**config.mk**
```make
export PLATFORM = sky130hd
export DESIGN_NAME = pc_fetch_unit
export DESIGN_NICKNAME = d
export VERILOG_FILES = /design/src/rtl/cpu_pkg.sv /design/src/rtl/pc_next_adder.sv /design/src/rtl/pc_fetch_unit.sv
export SDC_FILE = /design/constraint.sdc
export NUM_CORES = 1
export LEC_CHECK = 0
export BUFFER_PORTS_ARGS = -buffer_cell sky130_fd_sc_hd__buf_2
export CORE_MARGIN = 5
export CORE_UTILIZATION = 30
export CTS_BUF_LIST = sky130_fd_sc_hd__clkbuf_4 sky130_fd_sc_hd__clkbuf_8 sky130_fd_sc_hd__clkbuf_16
export DETAILED_ROUTE_END_ITERATION = 8
export SLEW_MARGIN = 10
export SYNTH_ARGS = -nofsm -noshare
export SYNTH_HDL_FRONTEND = slang
export SYNTH_HIERARCHICAL = 1
export SYNTH_SLANG_ARGS = --single-unit
```
**constraint.sdc**
```tcl
create_clock -name clk -period 4.9 [get_ports clk]
set_clock_uncertainty 0.2 [all_clocks]
set_input_delay 0.735 -clock clk [delete_from_list [all_inputs] [get_ports clk]]
set_output_delay 0.735 -clock clk [all_outputs]
set_load 0.03 [all_outputs]
```
**src/rtl/cpu_pkg.sv**
```systemverilog
`default_nettype none
// +----------------------------------------------------------------------------+
// | cpu_pkg                                                                    |
// | Shared widths, reset PC and fetch-state encoding for the 16-bit CPU.       |
// | Revision: 1.0                                                              |
// +----------------------------------------------------------------------------+
package cpu_pkg;

    localparam int PC_WIDTH    = 16;
    localparam int INSTR_WIDTH = 16;
    localparam int PC_STEP     = 2;
    localparam logic [PC_WIDTH-1:0] RESET_PC = 16'h0000;

    typedef enum logic [2:0] {
        ST_IDLE    = 3'd0,
        ST_FETCH   = 3'd1,
        ST_HOLD    = 3'd2,
        ST_DISCARD = 3'd3,
        ST_FAULT   = 3'd4
    } fetch_state_t;

endpackage
`default_nettype wire

```
**src/rtl/pc_next_adder.sv**
```systemverilog
`default_nettype none
// +----------------------------------------------------------------------------+
// | pc_next_adder                                                              |
// | Combinational ripple incrementer: pc_out = pc_in + STEP, modulo 2^WIDTH.   |
// | Revision: 1.0                                                              |
// +----------------------------------------------------------------------------+
module pc_next_adder #(
    parameter int WIDTH = 16,
    parameter int STEP  = 2
) (
    input  logic [WIDTH-1:0] pc_in,
    output logic [WIDTH-1:0] pc_out,
    output logic             cout
);

    localparam logic [WIDTH-1:0] c_step = WIDTH'(STEP);

    logic [WIDTH-1:0] w_sum;
    logic             w_carry;

    // Carry is walked as a single variable so the chain stays one combinational path.
    always_comb begin
        w_sum   = '0;
        w_carry = 1'b0;
        for (int i = 0; i < WIDTH; i++) begin
            w_sum[i] = pc_in[i] ^ c_step[i] ^ w_carry;
            w_carry  = (pc_in[i] & c_step[i]) | (w_carry & (pc_in[i] ^ c_step[i]));
        end
    end

    assign pc_out = w_sum;
    assign cout   = w_carry;

endmodule
`default_nettype wire

```
**src/rtl/pc_fetch_unit.sv**
```systemverilog
`default_nettype none
// +----------------------------------------------------------------------------+
// | pc_fetch_unit                                                              |
// | Instruction-fetch front end: PC register, req/ack imem fetch, valid/ready  |
// | hand-off to decode, redirect handling with stale-response discard.         |
// | Revision: 1.0                                                              |
// +----------------------------------------------------------------------------+
module pc_fetch_unit
    import cpu_pkg::*;
#(
    parameter int                  PC_WIDTH    = cpu_pkg::PC_WIDTH,
    parameter int                  INSTR_WIDTH = cpu_pkg::INSTR_WIDTH,
    parameter logic [PC_WIDTH-1:0] RESET_PC    = cpu_pkg::RESET_PC,
    parameter int                  PC_STEP     = cpu_pkg::PC_STEP
) (
    input  logic                   clk,
    input  logic                   rst_n,
    output logic                   imem_req,
    output logic [PC_WIDTH-1:0]    imem_addr,
    input  logic                   imem_ack,
    input  logic [INSTR_WIDTH-1:0] imem_rdata,
    input  logic                   redirect,
    input  logic [PC_WIDTH-1:0]    redirect_pc,
    output logic                   instr_valid,
    output logic [INSTR_WIDTH-1:0] instr,
    output logic [PC_WIDTH-1:0]    instr_pc,
    input  logic                   id_ready,
    output logic                   fetch_fault
);

    fetch_state_t           r_state;
    logic [PC_WIDTH-1:0]    r_pc;
    logic [PC_WIDTH-1:0]    r_pend_pc;
    logic                   r_instr_valid;
    logic [INSTR_WIDTH-1:0] r_instr;
    logic [PC_WIDTH-1:0]    r_instr_pc;
    logic                   r_fetch_fault;

    logic [PC_WIDTH-1:0]    w_pc_plus;
    logic                   w_unused_cout;

    pc_next_adder #(
        .WIDTH (PC_WIDTH),
        .STEP  (PC_STEP)
    ) u_pc_next_adder (
        .pc_in  (r_pc),
        .pc_out (w_pc_plus),
        .cout   (w_unused_cout)
    );

    always_ff @(posedge clk) begin
        if (!rst_n) begin
            r_state       <= ST_IDLE;
            r_pc          <= RESET_PC;
            r_pend_pc     <= '0;
            r_instr_valid <= 1'b0;
            r_instr       <= '0;
            r_instr_pc    <= '0;
            r_fetch_fault <= 1'b0;
        end else if (redirect && redirect_pc[0]) begin
            // A misaligned target poisons the front end until the next reset.
            r_state       <= ST_FAULT;
            r_instr_valid <= 1'b0;
            r_fetch_fault <= 1'b1;
        end else begin
            case (r_state)
                ST_IDLE: begin
                    r_state <= ST_FETCH;
                end
                ST_FETCH: begin
                    if (imem_ack) begin
                        if (redirect) begin
                            r_pc <= redirect_pc;
                        end else begin
                            r_instr       <= imem_rdata;
                            r_instr_pc    <= r_pc;
                            r_instr_valid <= 1'b1;
                            r_pc          <= w_pc_plus;
                            r_state       <= ST_HOLD;
                        end
                    end else if (redirect) begin
                        // Address must stay stable until the in-flight request is acked.
                        r_pend_pc <= redirect_pc;
                        r_state   <= ST_DISCARD;
                    end
                end
                ST_DISCARD: begin
                    if (imem_ack) begin
                        r_pc    <= redirect ? redirect_pc : r_pend_pc;
                        r_state <= ST_FETCH;
                    end else if (redirect) begin
                        r_pend_pc <= redirect_pc;
                    end
                end
                ST_HOLD: begin
                    if (redirect) begin
                        r_instr_valid <= 1'b0;
                        r_pc          <= redirect_pc;
                        r_state       <= ST_FETCH;
                    end else if (id_ready) begin
                        r_instr_valid <= 1'b0;
                        r_state       <= ST_FETCH;
                    end
                end
                ST_FAULT: begin
                    r_state <= ST_FAULT;
                end
                default: begin
                    r_state <= ST_IDLE;
                end
            endcase
        end
    end

    assign imem_req    = (r_state == ST_FETCH) || (r_state == ST_DISCARD);
    assign imem_addr   = r_pc;
    assign instr_valid = r_instr_valid;
    assign instr       = r_instr;
    assign instr_pc    = r_instr_pc;
    assign fetch_fault = r_fetch_fault;

endmodule
`default_nettype wire

```
* Word-level counts from Yosys, hierarchy flattened *
Index checks and enable logic that the tools add are counted.

operators by class
  eq/ne operators = 16
  multiplexer cells = 19
  bitwise logic cells = 32
  reductions and logical operators = 14

operator list
  cell                                           count
  2-to-1 mux 16 bit                              5
  one-hot mux 16 bit (3 select lines)            1
  2-to-1 mux 3 bit                               7
  AND reduction 4 bit                            4
  one-hot mux 3 bit (5 select lines)             1
  bitwise XOR 1 bit                              14
  bitwise AND 1 bit                              13
  != test 3 bit, second input constant           4
  != test 4 bit, second input constant           3
  != test 2 bit, second input constant           5
  == test 3 x 2 -> 1 bit, second input constant  2
  AND reduction 6 bit                            1
  inverter 1 bit                                 5
  AND reduction 5 bit                            1
  2-to-1 mux 1 bit                               4
  OR reduction 2 bit                             2
  == test 3 x 1 -> 1 bit, second input constant  1
  == test 3 bit, second input constant           1
  zero test 3 bit                                1
  AND reduction 3 bit                            1
  nonzero test 3 bit                             1
  one-hot mux 1 bit (2 select lines)             1
  nonzero test 2 bit                             1
  logical AND 1 bit                              1
  logical OR 1 bit                               1

storage, ports and cells
  register bits = 69
  bits of input ports = 37
  output and inout bits = 51

* Depth between registers and ports, before layout *
  depth in word-level cells = 17
  mapped depth = 18

* By module *
Netlist, hierarchy kept.

modules (own cells, without submodules)
  module         times used  cells each  area an instance (um^2)  sequential area each (um^2)
  pc_fetch_unit  1           355         2986.6                   1381.3
  pc_next_adder  1           16          186.4                    0.0

* Least setup slack after synthesis *
OpenSTA, ideal clock, no wires.

  kind = reg2reg
  start = reg r_pc[1], in the netlist imem_addr[1]
  end = reg r_pc[15], in the netlist imem_addr[15]
  setup time = 127 ps
  arrival time = 3298 ps
  data required time = 4573 ps
  setup slack = 1275 ps
  stages on the path, launching flop included = 19
  buffers on the path = 0
  period minus slack after synthesis = 3625 ps
  cells stage by stage = dfxtp_1 -> ha_1 -> ha_1 -> ha_1 -> ha_1 -> ha_1 -> ha_1 -> ha_1 -> ha_1 -> ha_1 -> ha_1 -> ha_1 -> ha_1 -> ha_1 -> ha_1 -> mux2i_1 -> nand2_1 -> o21ai_0 -> o22ai_1

on the way
  longest elaborated chain between the ends = 17

RTL lines
  element                              line                 RTL
  from (decl)                          pc_fetch_unit.sv:32  logic [PC_WIDTH-1:0] r_pc;
  from (signal assigned)               pc_fetch_unit.sv:73  r_pc <= redirect_pc;
  from (signal assigned)               pc_fetch_unit.sv:78  r_pc <= w_pc_plus;
  from (signal assigned)               pc_fetch_unit.sv:89  r_pc <= redirect ? redirect_pc : r_pend_pc;
  bitwise AND 1 bit (13 in a row)      pc_next_adder.sv:27  w_carry = (pc_in[i] & c_step[i]) | (w_carry & (pc_in[i] ^ c_step[i]));
  bitwise XOR 1 bit                    pc_next_adder.sv:26  w_sum[i] = pc_in[i] ^ c_step[i] ^ w_carry;
  via w_pc_plus[15]                    pc_fetch_unit.sv:39  logic [PC_WIDTH-1:0] w_pc_plus;
  2-to-1 mux 16 bit                    pc_fetch_unit.sv:72  if (redirect) begin
  2-to-1 mux 16 bit                    pc_fetch_unit.sv:71  if (imem_ack) begin
  one-hot mux 16 bit (3 select lines)  pc_fetch_unit.sv:66  case (r_state)

The timed path passes the listed nets, and every way through them passes these cells. The select of a mux whose other input is x is not followed.
A chain may end at the register's enable or synchronous reset.

* Worst setup path in the final report *
Same ends and word-level chain as after synthesis.

==> qor.yml <==
run_status: "completed"
chip_height_um: 113
core_area_mm2: 0.0103
max_slew.worst_pin.slew_ns: 1.13
post-route-min-period_ns: 3.72
clock.fmax_mhz: 268
pre_cts_ws_ns: 1.19
postSynthRegisterBits: 69
synthCells: 371
hold_violations: 0
finish.instance_area_mm2: 0.00385
power_switching_mw: 0.313
grt.total_usage: 0.128
setup_slack_ns: 1.18
grt.overflow.total: 0
post_cts.repair.setup_buffers: 0
share_seq_of_total_power: 0.513
sw_frac_of_total: 0.277
fin_tns_setup_ns: 0
slew_headroom: 0.250
worstPathMaxFanout: 5
placementRows: 37
period_share: 0.760
wire_length_of_the_first_global_routing_pass_um: 13300
antenna_cells: 0
synthesis.area_per_instance_um2: 8.55
drt_iter0_drc: 180
kind_of_end_point_of_the_critical_path: "flip-flop"
timing.hold.worst.class: "reg2reg"
clock_sinks: 69
timing_worst_setup_path_type: "reg2reg"
critical_path.n_buffers_inverters: 0
number_of_enable_flip_flop_cells_after_synthesis: 0
wl_um: 7950
cts.htree.levels: 3
ant_nets: 0
ys_async_sr_fraction: 0
clockBufferDepth: 2
internal_power_mw: 0.820
synthesis.area_mm2: 0.00317
worst_skew_pair.late_latency_ns: 0.34
cell_area_placed_mm2: 0.00366
detailedRoute.firstPassIterationCount: 4
power_density_mw_per_mm2: 294
routabilityCongestion: 0.829
yosysWarnings: 6
number_of_cts_inserted_buffers: 9
maxCapViolations: 0
postSynthNetCount: 422
crit_path_start_kind: "flip-flop"
timing.final.max_slew_violations: 0
min_from: "r_pend_pc[0]"
endpoint_required_time_on_the_critical_path_ns: 4.90
clk_root_buffer_cell: "clkbuf_8"
final_util: 0.373
design.die.area_mm2: 0.0127
area_growth_synth_to_finish_pct: 21.3
finalNetCount: 493
wl_per_cell_um: 13.6
port_buffers: 87
power.ir.vdd_worst_uv: 114
synth_sequential_area_ratio: 0.435
timing.critical_path.from: "imem_addr[1]"
via_per_inst: 4.66
timing.critical_path.arrival_ns: 3.72
rsz0062_at_grt: "no"
critPathMostFrequentCell: "ha_1"
yosys_most_used_dff: "dfxtp_1"
crit_slowest_cell: "dfxtp_1"
clock_transition_at_the_registers_of_the_reported_paths_ns: 0.08
fillCellCount: 1053
cts_resized: 0
tritoncts: "done"
ctsHoldBuffers: 0
io_pins: 88
post_route_cells_drive_above_1_share: 0.277
power_frac_comb: 0.111
critical_path.reg2reg.startpoint: "imem_addr[1]"
timing.critical_path.slowest_cell_delay_ns: 0.36
route.detailed.drc: 0
initial_core_utilization: 0.307
crit_path_cell_trace: "ha_1 > ha_1 > ha_1 > ha_1 > ha_1 > ha_1 > ha_1 > ha_1 > ha_1 > ha_1 > ha_1 > ha_1 > ha_1 > ha_1 > mux2i_1 > nand2_1 > o21ai_0 > o22ai_1"
grt_start_max_net_pins: 35
worst_path_dominant_cell_family: "adder cells"
routed-via-count: 2716
die_w_um: 113
setup_viol: 0
dp_hpwl_um: 5830
grt_antenna_before_repair: 0
clkPwrFrac: 0.375
p_leak_nw: 1.70
yosysUniqueCellTypes: 31
grt_pass1_vias: 2589
power by group through the flow:
stage,clock (mW),sequential (mW),combinational (mW)
after floorplan,0,0.606,0.0742
after global placement,0,0.594,0.124
after detailed placement,0,0.595,0.126
after CTS,0.441,0.582,0.127
after global routing,0.468,0.584,0.140
final,0.425,0.582,0.126
Yosys cell counts, types with 2 or more instances:
cell	number	area, um^2
a21oi_1	35	175
and2_1	2	12.5
buf_2	12	60.1
buf_4	4	30.0
clkbuf_1	12	45.0
dfxtp_1	69	1380
ha_1	14	175
inv_1	2	7.51
mux2_2	15	169
mux2i_1	30	300
nand2_1	96	360
nand2b_1	5	31.3
nor2_1	19	71.3
nor2b_1	5	31.3
o21ai_0	19	95.1
o22ai_1	17	106
layer usage:
layer | vias to the layer above | share of wire | GRT usage | wire length [um]
met5 | - | 0 | 0 | 0
met3 | 12 | 0.070 | 0.0283 | 560
met2 | 80 | 0.43 | 0.196 | 3430
li1 | 1406 | - | - | -
met4 | 0 | 0.016 | 0.0561 | 129
met1 | 1218 | 0.48 | 0.174 | 3830
state kept, by name, summed over array words and instances (netlist names):
| name | cells |
|---|---|
| r_pend_pc | 16 |
| instr_valid | 1 |
| fetch_fault | 1 |
| instr | 16 |
| r_state | 3 |
| instr_pc | 16 |
| imem_addr | 16 |
cell families (layout without fill, tap and decap cells):
group                    Yosys count  after routing  synth area share
multiplexers                      45             45             0.148
flip-flops                        69             69             0.435
AO/OA/AOI/OAI                     77             77             0.136
buffers and inverters             33            109            0.0509
AND/OR/NAND/NOR                  133            133             0.175
adder cells (fa/ha/maj)           14             14            0.0552
path summary, 6_finish.rpt:
check | cells past startpoint | slack (ns) | end
hold / removal | 2 | 0.23 | r_pend_pc[0]
setup / recovery | 18 | 1.18 | imem_addr[15]
setup reg to reg | 18 | 1.18 | imem_addr[15]
hold reg to reg | 2 | 0.23 | r_pend_pc[0]
final cells by class:
type,count,area [um^2],share of cell area
Timing Repair Buffer,90,458,0.119
Clock inverter,6,47.5,0.0123
Multi-Input combinational cell,269,1640,0.427
Inverter,3,11.3,0.00292
Clock buffer,10,138,0.0357
Sequential cell,69,1380,0.359
Tap cell,136,170,0.0442
metrics by stage:
stage | instances | hold WS (ns) | total power [mW]
floorplan | 371 | 0.205 | 0.680
finish | 583 | 0.226 | 1.13
global route | 583 | 0.254 | 1.19
global placement | 567 | 0.214 | 0.719
detailed placement | 567 | 0.218 | 0.721
CTS | 583 | 0.231 | 1.15
worst reg2reg max path, stage by stage (launching register included):
cell	delay, ns
dfxtp_1	0.36
ha_1	0.22
ha_1	0.18
ha_1	0.18
ha_1	0.19
ha_1	0.18
ha_1	0.18
ha_1	0.18
ha_1	0.18
ha_1	0.18
ha_1	0.18
ha_1	0.17
ha_1	0.18
ha_1	0.18
ha_1	0.27
mux2i_1	0.12
nand2_1	0.06
o21ai_0	0.11
o22ai_1	0.10
placed cells by master, fill, tap and decap left out, types with 2 or more instances in the layout:
cell type	n
a21oi_1	35
and2_1	2
buf_2	87
buf_4	3
clkbuf_8	10
clkinvlp_4	4
dfxtp_1	69
ha_1	14
inv_1	2
mux2_2	15
mux2i_1	30
nand2_1	96
nand2b_1	5
nor2_1	19
nor2b_1	5
o21ai_0	19
o22ai_1	17
Note: power is estimated with default switching activity, not from simulation.
